$ cat config.mk
export PLATFORM = sky130hd
export DESIGN_NAME = sram_port_arbiter
export DESIGN_NICKNAME = d
export VERILOG_FILES = /design/src/rtl/sram_arb_pkg.sv /design/src/rtl/rr_arb2.sv /design/src/rtl/sram_port_arbiter.sv
export SDC_FILE = /design/constraint.sdc
export NUM_CORES = 1
export LEC_CHECK = 0
export CORE_AREA = 5 5 138 140
export DETAILED_ROUTE_END_ITERATION = 6
export DIE_AREA = 0 0 143 145
export PLACE_DENSITY = 0.68
export SYNTH_ARGS = -nofsm -noshare
export SYNTH_HDL_FRONTEND = slang
export SYNTH_SLANG_ARGS = --single-unit
$ cat constraint.sdc
create_clock -name CLK -period 4.8 [get_ports CLK]
set_input_delay 0.48 -clock CLK [delete_from_list [all_inputs] [get_ports CLK]]
set_output_delay 0.48 -clock CLK [all_outputs]
set_load 0.1 [all_outputs]
$ cat src/rtl/sram_arb_pkg.sv
// Shared types and default geometry for the two-requester SRAM port arbiter.
package sram_arb_pkg;

  localparam int DEPTH_DEF  = 512;
  localparam int ADDR_W_DEF = 9;
  localparam int DATA_W_DEF = 64;

  typedef enum logic {
    INIT = 1'b0,
    RUN  = 1'b1
  } state_t;

  typedef logic req_id_t;

  // Only valid for one-hot or zero input; zero maps to requester 0.
  function automatic req_id_t onehot_to_id(input logic [1:0] oh);
    return oh[1];
  endfunction

endpackage

$ cat src/rtl/rr_arb2.sv
// Two-way round-robin arbiter: combinational one-hot grant, zero latency, no backpressure.
// After a grant the pointer favours the requester that lost; idle cycles keep it.
module rr_arb2
  import sram_arb_pkg::*;
(
  input  logic       CLK,
  input  logic       RSTB,
  input  logic [1:0] eligible,
  input  logic       advance,
  output logic [1:0] grant
);

  req_id_t ptr;

  always_comb begin
    grant = 2'b00;
    unique case (eligible)
      2'b01:   grant = 2'b01;
      2'b10:   grant = 2'b10;
      2'b11:   grant = ptr ? 2'b10 : 2'b01;
      default: grant = 2'b00;
    endcase
  end

  always_ff @(posedge CLK or negedge RSTB) begin
    if (!RSTB) begin
      ptr <= 1'b0;
    end else if (advance) begin
      ptr <= grant[0];
    end
  end

endmodule

$ cat src/rtl/sram_port_arbiter.sv
// Shares one single-port SRAM between two requesters after a zero-fill sweep; read data one cycle after grant.
// Reads are withheld while a response is blocked (one-entry skid holds it); writes always proceed.
module sram_port_arbiter
  import sram_arb_pkg::*;
#(
  parameter int DEPTH     = DEPTH_DEF,
  parameter int ADDR_W    = ADDR_W_DEF,
  parameter int DATA_W    = DATA_W_DEF,
  parameter bit INIT_ZERO = 1'b1
) (
  input  logic                CLK,
  input  logic                RSTB,
  input  logic [1:0]          req_valid,
  output logic [1:0]          req_ready,
  input  logic [1:0]          req_wen,
  input  logic [2*ADDR_W-1:0] req_addr,
  input  logic [2*DATA_W-1:0] req_wdata,
  output logic [1:0]          rsp_valid,
  input  logic [1:0]          rsp_ready,
  output logic [DATA_W-1:0]   rsp_rdata,
  output logic                init_done,
  output logic                sram_ceb,
  output logic                sram_web,
  output logic [ADDR_W-1:0]   sram_a,
  output logic [DATA_W-1:0]   sram_d,
  input  logic [DATA_W-1:0]   sram_q
);

  state_t            state;
  logic [ADDR_W-1:0] sweep_cnt;
  logic              sweep_last;
  logic              sweep_wr;

  logic              rd_inflight;
  req_id_t           inflight_id;
  logic              hold_vld;
  req_id_t           hold_id;
  logic [DATA_W-1:0] hold_dat;

  logic              rd_gate;
  logic [1:0]        eligible;
  logic [1:0]        grant;
  logic              granted;
  req_id_t           win_id;
  logic              grant_rd;

  assign sweep_last = (sweep_cnt == ADDR_W'(DEPTH - 1));
  assign init_done  = (state == RUN);
  // Gated by RSTB so the macro is never written while reset is held.
  assign sweep_wr   = RSTB && (state == INIT) && INIT_ZERO;

  always_ff @(posedge CLK or negedge RSTB) begin
    if (!RSTB) begin
      state     <= INIT;
      sweep_cnt <= '0;
    end else if (state == INIT) begin
      sweep_cnt <= sweep_cnt + 1'b1;
      if (!INIT_ZERO || sweep_last) begin
        state <= RUN;
      end
    end
  end

  // A read may only issue if its response can land somewhere next cycle.
  assign rd_gate = !hold_vld && !(rd_inflight && !rsp_ready[inflight_id]);

  always_comb begin
    eligible = 2'b00;
    for (int i = 0; i < 2; i++) begin
      eligible[i] = init_done && req_valid[i] && (req_wen[i] || rd_gate);
    end
  end

  rr_arb2 u_arb (
    .CLK      (CLK),
    .RSTB     (RSTB),
    .eligible (eligible),
    .advance  (granted),
    .grant    (grant)
  );

  assign granted   = |grant;
  assign win_id    = onehot_to_id(grant);
  assign grant_rd  = granted && !req_wen[win_id];
  assign req_ready = grant;

  always_comb begin
    sram_ceb = 1'b1;
    sram_web = 1'b1;
    sram_a   = '0;
    sram_d   = '0;
    if (sweep_wr) begin
      sram_ceb = 1'b0;
      sram_web = 1'b0;
      sram_a   = sweep_cnt;
    end else if (granted) begin
      sram_ceb = 1'b0;
      sram_web = req_wen[win_id] ? 1'b0 : 1'b1;
      sram_a   = win_id ? req_addr[2*ADDR_W-1:ADDR_W]  : req_addr[ADDR_W-1:0];
      sram_d   = win_id ? req_wdata[2*DATA_W-1:DATA_W] : req_wdata[DATA_W-1:0];
    end
  end

  always_ff @(posedge CLK or negedge RSTB) begin
    if (!RSTB) begin
      rd_inflight <= 1'b0;
      inflight_id <= 1'b0;
      hold_vld    <= 1'b0;
      hold_id     <= 1'b0;
      hold_dat    <= '0;
    end else begin
      rd_inflight <= grant_rd;
      if (grant_rd) begin
        inflight_id <= win_id;
      end
      // sram_q is only meaningful this one cycle, so a stalled response is captured now.
      if (rd_inflight && !rsp_ready[inflight_id]) begin
        hold_vld <= 1'b1;
        hold_id  <= inflight_id;
        hold_dat <= sram_q;
      end else if (hold_vld && rsp_ready[hold_id]) begin
        hold_vld <= 1'b0;
      end
    end
  end

  always_comb begin
    rsp_valid = 2'b00;
    if (hold_vld) begin
      rsp_valid[hold_id] = 1'b1;
    end else if (rd_inflight) begin
      rsp_valid[inflight_id] = 1'b1;
    end
  end

  assign rsp_rdata = hold_vld ? hold_dat : (rd_inflight ? sram_q : '0);

endmodule

# ---- Word-level counts from Yosys, hierarchy flattened
# Index checks and enable logic that the tools add are counted.
dict set report classes {
  n_addsub 1
  mul 0
  div_mod_pow 0
  order_cmp 5
  eq_ne 4
  shift 0
  n_mux 31
  bitwise_logic 1
  reduce_logical 19
}
# op count
set ops {}
lappend ops {{$mux 64} 5}
lappend ops {{$mux 9} 3}
lappend ops {{$mux 1} 17}
lappend ops {{$logic_and 1x1->1} 11}
lappend ops {{$add 9x1->9 const B} 1}
lappend ops {{$eq 9x9->1 const B} 1}
lappend ops {{$lt 1x2->1 const B} 3}
lappend ops {{$mux 2} 3}
lappend ops {{$pmux 2 s3} 1}
lappend ops {{$eq 2x2->1 const B} 2}
lappend ops {{$logic_not 1->1} 4}
lappend ops {{$demux 1 s1} 2}
lappend ops {{$eq 2x1->1 const B} 1}
lappend ops {{$ge 1x1->1 const B} 2}
lappend ops {{$logic_or 1x1->1} 2}
lappend ops {{$reduce_bool 2->1} 1}
lappend ops {{$reduce_or 2->1} 1}
lappend ops {{$not 1->1} 1}
dict set report word_totals {
  regBits 79
  latch_bits 0
  mem_bits_rw 0
  mem_bits_ro 0
  elab_cells 69
  mem_count 0
}

# ---- Logic depth before layout (Yosys ltp)
# Gate-level depths: netlist (run 1).
dict set report depth {
  ltp_word 15
  depth_mapped 8
  ltp_nobuf 5
}

# ---- Cells and area by module
# From an unflattened synthesis (run 1), not the netlist that was laid out.
dict set report hier_totals {
  cells_unflattened 463
  hier_area_um2 5103.6
}
# mod n_inst cells_per_inst area_each_um2 seq_area_each_um2
set by_module_without_submodules {}
lappend by_module_without_submodules {sram_port_arbiter 1 458 5041.1 1951.9}
lappend by_module_without_submodules {rr_arb2 1 5 62.6 25.0}

# ---- Worst setup path after synthesis (run 1)
# Ideal clock, no wire load.
dict set report synth_timing {
  kind {register to output}
  from {register state (netlist: init_done)}
  to {output sram_a[4]}
  arrival_ps 4261
  slack_ps 59
  stages_incl_launch_ff 8
  n_path_buf 2
  path_cell_list {dfrtp_1 -> buf_2 -> nand2_1 -> a311o_1 -> o21ai_2 -> buf_4 -> mux2i_1 -> o21ai_0}
}
dict set report synth_via {
  elab_chain_cells 7
  elab_cells_between_ends 14
}
# element line
set synth_rtl {}
lappend synth_rtl {{start: declaration} sram_port_arbiter.sv:29} ;# state_t state;
lappend synth_rtl {{start signal: assignment} sram_port_arbiter.sv:54} ;# state <= INIT;
lappend synth_rtl {{start signal: assignment} sram_port_arbiter.sv:59} ;# state <= RUN;
lappend synth_rtl {{$logic_and 1x1->1 (2 in series)} sram_port_arbiter.sv:70} ;# eligible[i] = init_done && req_valid[i] && (req_wen[i] || rd_gate);
lappend synth_rtl {{$eq 2x2->1 / $eq 2x1->1 (equally long branches)} rr_arb2.sv:17} ;# unique case (eligible)
lappend synth_rtl {{$pmux 2 s3} rr_arb2.sv:17}
lappend synth_rtl {{$mux 9 / $reduce_or 2->1 (equally long branches)} {sram_port_arbiter.sv:99, sram_port_arbiter.sv:82}}
lappend synth_rtl {{$mux 9} sram_port_arbiter.sv:96} ;# end else if (granted) begin
lappend synth_rtl {{$mux 9 *} sram_port_arbiter.sv:92} ;# if (sweep_wr) begin
lappend synth_rtl {{end: declaration} sram_port_arbiter.sv:24} ;# output logic [ADDR_W-1:0] sram_a,
# Mark *: on every way between the ends. The rest lies on a longest branch, timed or not.

# ---- Worst setup path after layout (run 1)
dict set report layout_timing {
  from {register rd_inflight}
  to {output rsp_rdata[7]}
}
dict set report layout_via {
  elab_chain_cells 2
}
# element line
set layout_rtl {}
lappend layout_rtl {{start: declaration} sram_port_arbiter.sv:34} ;# logic rd_inflight;
lappend layout_rtl {{start signal: assignment} sram_port_arbiter.sv:112} ;# rd_inflight <= grant_rd;
lappend layout_rtl {{$mux 64 (2 in series)} sram_port_arbiter.sv:136} ;# assign rsp_rdata = hold_vld ? hold_dat : (rd_inflight ? sram_q : '0);
lappend layout_rtl {{end: declaration} sram_port_arbiter.sv:20} ;# output logic [DATA_W-1:0] rsp_rdata,
# No other way between the ends.

==> results of run 1 <==
==> final cells by class <==
type,count,area [um2]
repair buffers,373,3520
clock inverters,6,75.1
clock buffers,10,239
well taps,229,287
fillers,1670,8870
multi-input cells,344,2720
diodes,2,5.00
inverters,7,26.3
flip-flops and latches,79,1980
==> worst max path at each step <==
stage,start,end,slack [ns],depth (start not counted)
final,rd_inflight$_DFF_PN0_,rsp_rdata[7],1.12,5
after global routing,hold_vld$_DFFE_PN0P_,sram_d[17],0.93,7
after CTS,rd_inflight$_DFF_PN0_,rsp_rdata[7],1.08,5
after detailed placement,rsp_ready[0],sram_d[53],1.31,8
after global placement,rsp_ready[0],sram_d[53],1.37,8
after floorplan,init_done$_DFF_PN0_,sram_a[4],0.06,7
==> synth_stat cells <==
cell type and n:
a21oi_1 5, a221oi_1 1, a22o_1 64, a311o_1 1, and2_1 1, and3_1 1
buf_1 2, buf_2 7, buf_4 3, buf_6 5, clkbuf_1 23, dfrtp_1 79
ha_1 2, inv_1 7, mux2_2 66, mux2i_1 75, nand2_1 22, nand2b_1 2
nand3_1 2, nand4b_1 1, nor2_1 71, nor2b_1 3, o21ai_0 17, o21ai_2 1
o311ai_0 1, or2_2 1, xnor2_1 6, xor2_1 1
==> registers in the layout (all words and copies together), names as in the netlist <==
signal	cells
init_done	1
rd_inflight	1
hold_dat	64
hold_id	1
hold_vld	1
sweep_cnt	9
inflight_id	1
u_arb.ptr	1
==> power groups by stage <==
| stage | sequential, mW | clock [mW] | combinational (mW) |
|---|---|---|---|
| 6_report | 0.666 | 0.725 | 0.253 |
| 5_1_grt | 0.665 | 0.778 | 0.271 |
| 4_1_cts | 0.665 | 0.748 | 0.256 |
| 3_5_place_dp | 0.678 | 0 | 0.254 |
| 3_3_place_gp | 0.678 | 0 | 0.254 |
| 2_1_floorplan | 0.678 | 0 | 0.0409 |
==> metrics by stage <==
| step | hold WS (ns) | area, um2 | worst slack [ns] | instances | power, mW |
|---|---|---|---|---|---|
| 4_1_cts | 0.131 | 8840 | 1.08 | 1048 | 1.67 |
| 2_1_floorplan | 0.184 | 4920 | 0.0592 | 470 | 0.719 |
| 3_5_place_dp | 0.493 | 8530 | 1.31 | 1032 | 0.933 |
| 3_3_place_gp | 0.486 | 8530 | 1.37 | 1032 | 0.932 |
| 6_report | 0.110 | 8850 | 1.12 | 1050 | 1.64 |
| 5_1_grt | 0.142 | 8850 | 0.934 | 1050 | 1.71 |
==> routing by layer <==
metal | wire (um) | up-vias
li1 | - | 2388
met1 | 7960 | 2382
met2 | 9860 | 220
met3 | 2030 | 36
met4 | 759 | 2
met5 | 14 | -
==> worst max-delay path: cells and delay by family, from the launching register on <==
kind                   cells  cell delay [ns]
buffers and inverters      3             1.63
flip-flops                 1             0.46
AO/OA/AOI/OAI              1             0.17
AND/OR/NAND/NOR            1             0.59
==> kinds of logic after synthesis <==
| logic type | after synthesis |
|---|---|
| flip-flops | 79 |
| buffers and inverters | 47 |
| AND/OR/NAND/NOR | 104 |
| adder cells (fa/ha/maj) | 2 |
| AO/OA/AOI/OAI | 90 |
| XOR/XNOR | 7 |
| multiplexers | 141 |
==> impl_results.md, run 1 <==
- Max_slew headroom: 31.3%
- Longest Clk Path Bufs: 2
- Psw: 0.382 mW
- IO Port Bufs: 361
- Core Area: 17700 um2
- Area share of fa/ha/maj cells after synthesis: 0.509%
- GR Layer Usage met3: 8.00%
- CTS tree: built
- Share of post-route cells with drive strength above 1: 22.6%
- Worst path slowest cell: clkdlybuf4s50_1
- Worst R2R End: rd_inflight$_DFF_PN0_
- # resized after CTS: 0
- Compound-cell area share of the yosys netlist: 14.4%
- Hold Vio Cnt, Final: 0
- Seq pwr share: 40.5%
- Initial antenna violation count: 3
- CTS buffer count: 9
- Synthesis-to-finish area growth: 80.0%
- Initial DRC Count: 123
- Clock power frac: 44.1%
- Most Used Layer, Global Route: met2
- Pin count of the biggest net entering global routing: 71
- Clock skew: 0.00887 ns
- Tot GR Track Use: 18.9%
- Final-stage net count: 1034
- Met2 usage: 31.7%
- 1st-pass router iterations: 4
- Switching share of power: 23.2%
- Die width: 143 um
- Reg-to-Reg Start: hold_vld$_DFFE_PN0P_
- Synth Register Bits: 79
- IO Count: 362
- Hpwl dp: 16100 um
- Die footprint: 20700 um2
- Synthesized cell area: 4920 um2
- Critical Path RT: 4.32 ns
- Worst R2R Setup Slack: 2.43 ns
- Setup TNS: 0 ns
- Clock period minus worst slack: 3.68 ns
- Largest area contributor in the netlist: dfrtp_1
- Worst hold path type: in2async
- YS warnings: 0
- Mux contribution to synthesized area: 30.4%
- H-tree Lvls: 3
- Startpoint types: register
- Via count: 5028
- Total grt overflow: 0
- Simple-Gate Fraction of Synth Area: 8.50%
- Syn avg cell area: 10.5 um2
- Syn Nets: 690
- Post-Syn Instances: 470
- Row cnt: 49
- Largest family of logic cells by synthesized area: multiplexers
- Synth area leaders: dfrtp_1 40%, mux2i_1 15%, mux2_2 15%
- Post-Synth XOR/XNOR Area: 1.25%
- Vias in the first global route: 5153
- Setup crit end kind: output pin
- Vias per inst: 4.79
- Post-Route Utilization: 49.9%
- FMAX: 0.272 GHz
- Commonest cells after routing, fill and taps aside: 276 x clkdlybuf4s50_1, 95 x buf_4, 78 x dfrtp_1, 75 x mux2i_1, 70 x nor2_1
- Starting density of the core: 27.7%
- Unrepaired setup endpoints after global routing: false
- Outcome: finished, final reports clean
- Final clock period utilization by the worst path: 76.7%
- Final Slew Violations: 0
- Clk pin slew, worst setup/hold paths: 0.07 ns
- Crit-path max FO: 30
- Pleak: 4.45 nW
- Root Buffer: clkbuf_16
- Number of cells on the worst reg-to-reg path: 5
- First-pass GRT wire length: 30500 um
- Die H: 145 um
- Yosys cell types: 28
- Largest stage delay, worst path: 1.14 ns
- CP Cell Sequence: inv_1 -> nor2_4 -> buf_4 -> a22o_1 -> clkdlybuf4s50_1
- Most common cell after layout, fill and taps aside: clkdlybuf4s50_1
- Critical path class: reg2out
- Final Setup Violations: 0
- PD cells: 186 nW/um2
- Comb pwr share: 15.4%
- Maximum vdd drop: 0.168 mV
- CP Data Arrival Time: 3.20 ns
- DRC viols: 0
- # Max-Cap Violations: 0
- DR WL/cell: 19.6 um
- Slew of the pin with the lowest slew margin: 1.03 ns
- Yosys top cell area share: 40.2%
- Setup repair bufs after CTS: 0
- Post-Route WL: 20600 um
- Post-synthesis sequential area ratio: 40.2%
- Worst skew pair latency: 0.34 ns
- Internal Pwr Total: 1.26 mW
- Antenna-violating nets left: 0
- Placer Congestion: 0.898
- Met1 usage: 21.2%
- Cts hold-fix bufs: 0
- CTS sink count: 79
(Power assumes the default switching activity.)
==> inputs of run 2 (changes only) <==
--- a/config.mk
+++ b/config.mk
@@ -5,10 +5,10 @@
 export SDC_FILE = /design/constraint.sdc
 export NUM_CORES = 1
 export LEC_CHECK = 0
-export CORE_AREA = 5 5 138 140
+export CORE_AREA = 5 5 136 138
 export DETAILED_ROUTE_END_ITERATION = 6
-export DIE_AREA = 0 0 143 145
-export PLACE_DENSITY = 0.68
+export DIE_AREA = 0 0 141 143
+export PLACE_DENSITY = 0.7
 export SYNTH_ARGS = -nofsm -noshare
 export SYNTH_HDL_FRONTEND = slang
 export SYNTH_SLANG_ARGS = --single-unit
==> constraint.sdc (replaced) <==
create_clock -name CLK -period 3.57 [get_ports CLK]
set_input_delay 0.357 -clock CLK [delete_from_list [all_inputs] [get_ports CLK]]
set_output_delay 0.357 -clock CLK [all_outputs]
set_load 0.1 [all_outputs]
==> impl_results.md, run 2 (same netlist as run 1, synthesis figures left out) <==
- Critical Path RT: 3.21 ns
- FMAX: 0.332 GHz
- CTS buffer count: 9
- CP Data Arrival Time: 2.66 ns
- Die width: 141 um
- Clock period minus worst slack: 3.01 ns
- Core Area: 17100 um2
- Setup TNS: 0 ns
- Pin count of the biggest net entering global routing: 75
- Commonest cells after routing, fill and taps aside: 216 x clkdlybuf4s50_1, 80 x buf_12, 78 x dfrtp_1, 75 x mux2i_1, 73 x buf_4
- Maximum vdd drop: 0.234 mV
- Initial DRC Count: 170
- First-pass GRT wire length: 31200 um
- Final Setup Violations: 0
- # Max-Cap Violations: 0
- Critical path class: in2out
- Starting density of the core: 28.8%
- Worst path slowest cell: clkdlybuf4s50_1
- Longest Clk Path Bufs: 2
- Synthesis-to-finish area growth: 97.5%
- Pwr Total: 2.19 mW
- Max_slew headroom: 41.7%
- Most Used Layer, Global Route: met2
- Initial antenna violation count: 0
- Placed Cells incl. Taps: 1024
- CTS tree: built
- N_diodes: 0
- DRC viols: 0
- 1st-pass router iterations: 4
- GR Layer Usage met3: 5.86%
- Die footprint: 20200 um2
- Post-Route WL: 20900 um
- Largest stage delay, worst path: 0.51 ns
- Placer Congestion: 0.911
- Worst hold slack: 0.497 ns
- FF/Latch Area: 1980 um2
- Row cnt: 48
- Root Buffer: clkbuf_16
- Antenna-violating nets left: 0
- Total grt overflow: 0
- Setup crit end kind: output pin
- IO Count: 362
- Via count: 5060
- Die H: 143 um
- Slew of the pin with the lowest slew margin: 0.872 ns
- Startpoint types: primary input
- Met1 usage: 22.1%
- Max FFs per register: 64
- Final clock period utilization by the worst path: 84.4%
- Most flops, register: hold_dat
- Final Non-Filler Cells: 1041
- CTS sink count: 79
- Worst skew pair latency: 0.34 ns
- Hpwl dp: 16900 um
- Pleak: 4.79 nW
- Met2 usage: 35.2%
- CP Cell Sequence: clkdlybuf4s50_1 -> mux2i_1 -> a311o_1 -> o21ai_4 -> buf_12 -> mux2i_1 -> o21ai_2 -> buf_12
- Clk pin slew, worst setup/hold paths: 0.06 ns
- PD cells: 225 nW/um2
- Vias in the first global route: 5529
- Final Slew Violations: 0
- Hold Vio Cnt, Final: 0
- Share of post-route cells with drive strength above 1: 32.4%
- Tot GR Track Use: 19.8%
- Clock skew: 0.00497 ns
- Crit-path max FO: 34
- Vias per inst: 4.86
- Top Registers: hold_dat: 64 flops, sweep_cnt: 9 flops
- DR WL/cell: 20.1 um
- Unrepaired setup endpoints after global routing: false
- Final-stage net count: 1031
- FILL cells: 1438
- Most common cell after layout, fill and taps aside: clkdlybuf4s50_1
- IO Port Bufs: 361
- H-tree Lvls: 3
- Worst hold path type: in2async
- Outcome: finished, final reports clean
- Area of the multi-input gates: 2800 um2
run 2: cell types whose count changed in the layout (fill, tap and decap cells not counted), moves of 2 or more:
cell             previous run  this run
buf_4                      95        73
clkdlybuf4s50_1           276       216
nor2_2                      0        16
diode_2                     2         0
nor2_1                     70        54
clkbuf_1                    0         2
o21ai_2                     0         8
inv_6                       2         0
o21ai_0                    17         8
buf_12                      2        80
run 2: final cells by class:
| cell class | instances | area share [%] |
|---|---|---|
| well taps | 225 | 2.90 |
| repair buffers | 370 | 44.5 |
| clock buffers | 13 | 2.68 |
| flip-flops and latches | 79 | 20.4 |
| clock inverters | 3 | 0.438 |
| inverters | 7 | 0.271 |
| multi-input cells | 344 | 28.8 |
run 2: timing repair:
action,4_1_cts,5_1_grt
setup buffers,0,0
hold endpoints to repair,32,0
resized for setup,0,0
hold buffers,1,0
run 2: worst paths after layout:
kind / startpoint / endpoint / slack (ns) / cells past startpoint
min in group CLK: sweep_cnt[7]$_DFFE_PN0N_ / sweep_cnt[7]$_DFFE_PN0N_ / 0.50 / 1
setup / recovery: rsp_ready[0] / sram_a[2] / 0.56 / 8
hold reg to reg: sweep_cnt[7]$_DFFE_PN0N_ / sweep_cnt[7]$_DFFE_PN0N_ / 0.50 / 1
hold / removal: RSTB / hold_dat[37]$_DFFE_PN0P_ / 0.50 / 2
max in group asynchronous: RSTB / hold_vld$_DFFE_PN0P_ / 2.06 / 3
setup reg to reg: inflight_id$_DFFE_PN0P_ / hold_dat[57]$_DFFE_PN0P_ / 1.60 / 4
run 2: through the flow:
| step | cell area, um2 | setup WS (ns) | util (%) |
|---|---|---|---|
| 5_1_grt | 9710 | 0.398 | 56.9 |
| 3_5_place_dp | 9400 | 0.570 | 55.1 |
| 2_1_floorplan | 4990 | -0.318 | - |
| 4_1_cts | 9710 | 0.546 | 56.9 |
| 3_3_place_gp | 9400 | 0.623 | 55.1 |
| 6_report | 9710 | 0.557 | 56.9 |
run 2: per-layer routing:
| layer | share of wire [%] | wire (um) |
|---|---|---|
| met1 | 37 | 7760 |
| met2 | 52 | 10900 |
| met3 | 7.5 | 1570 |
| met4 | 3.2 | 669 |
| met5 | 0 | 0 |
run 2: worst max-delay path: cells and delay by family:
family	cells	cell delay, ns
buffers and inverters	3	0.96
AOI/OAI and AO/OA	3	0.84
muxes	2	0.46
run 2: where the power goes:
part           total (mW)         switching [mW]  internal, mW
Combinational       0.351                  0.112         0.239
Clock               0.942                  0.363         0.579
Sequential          0.895  0.0000000000000000496         0.895
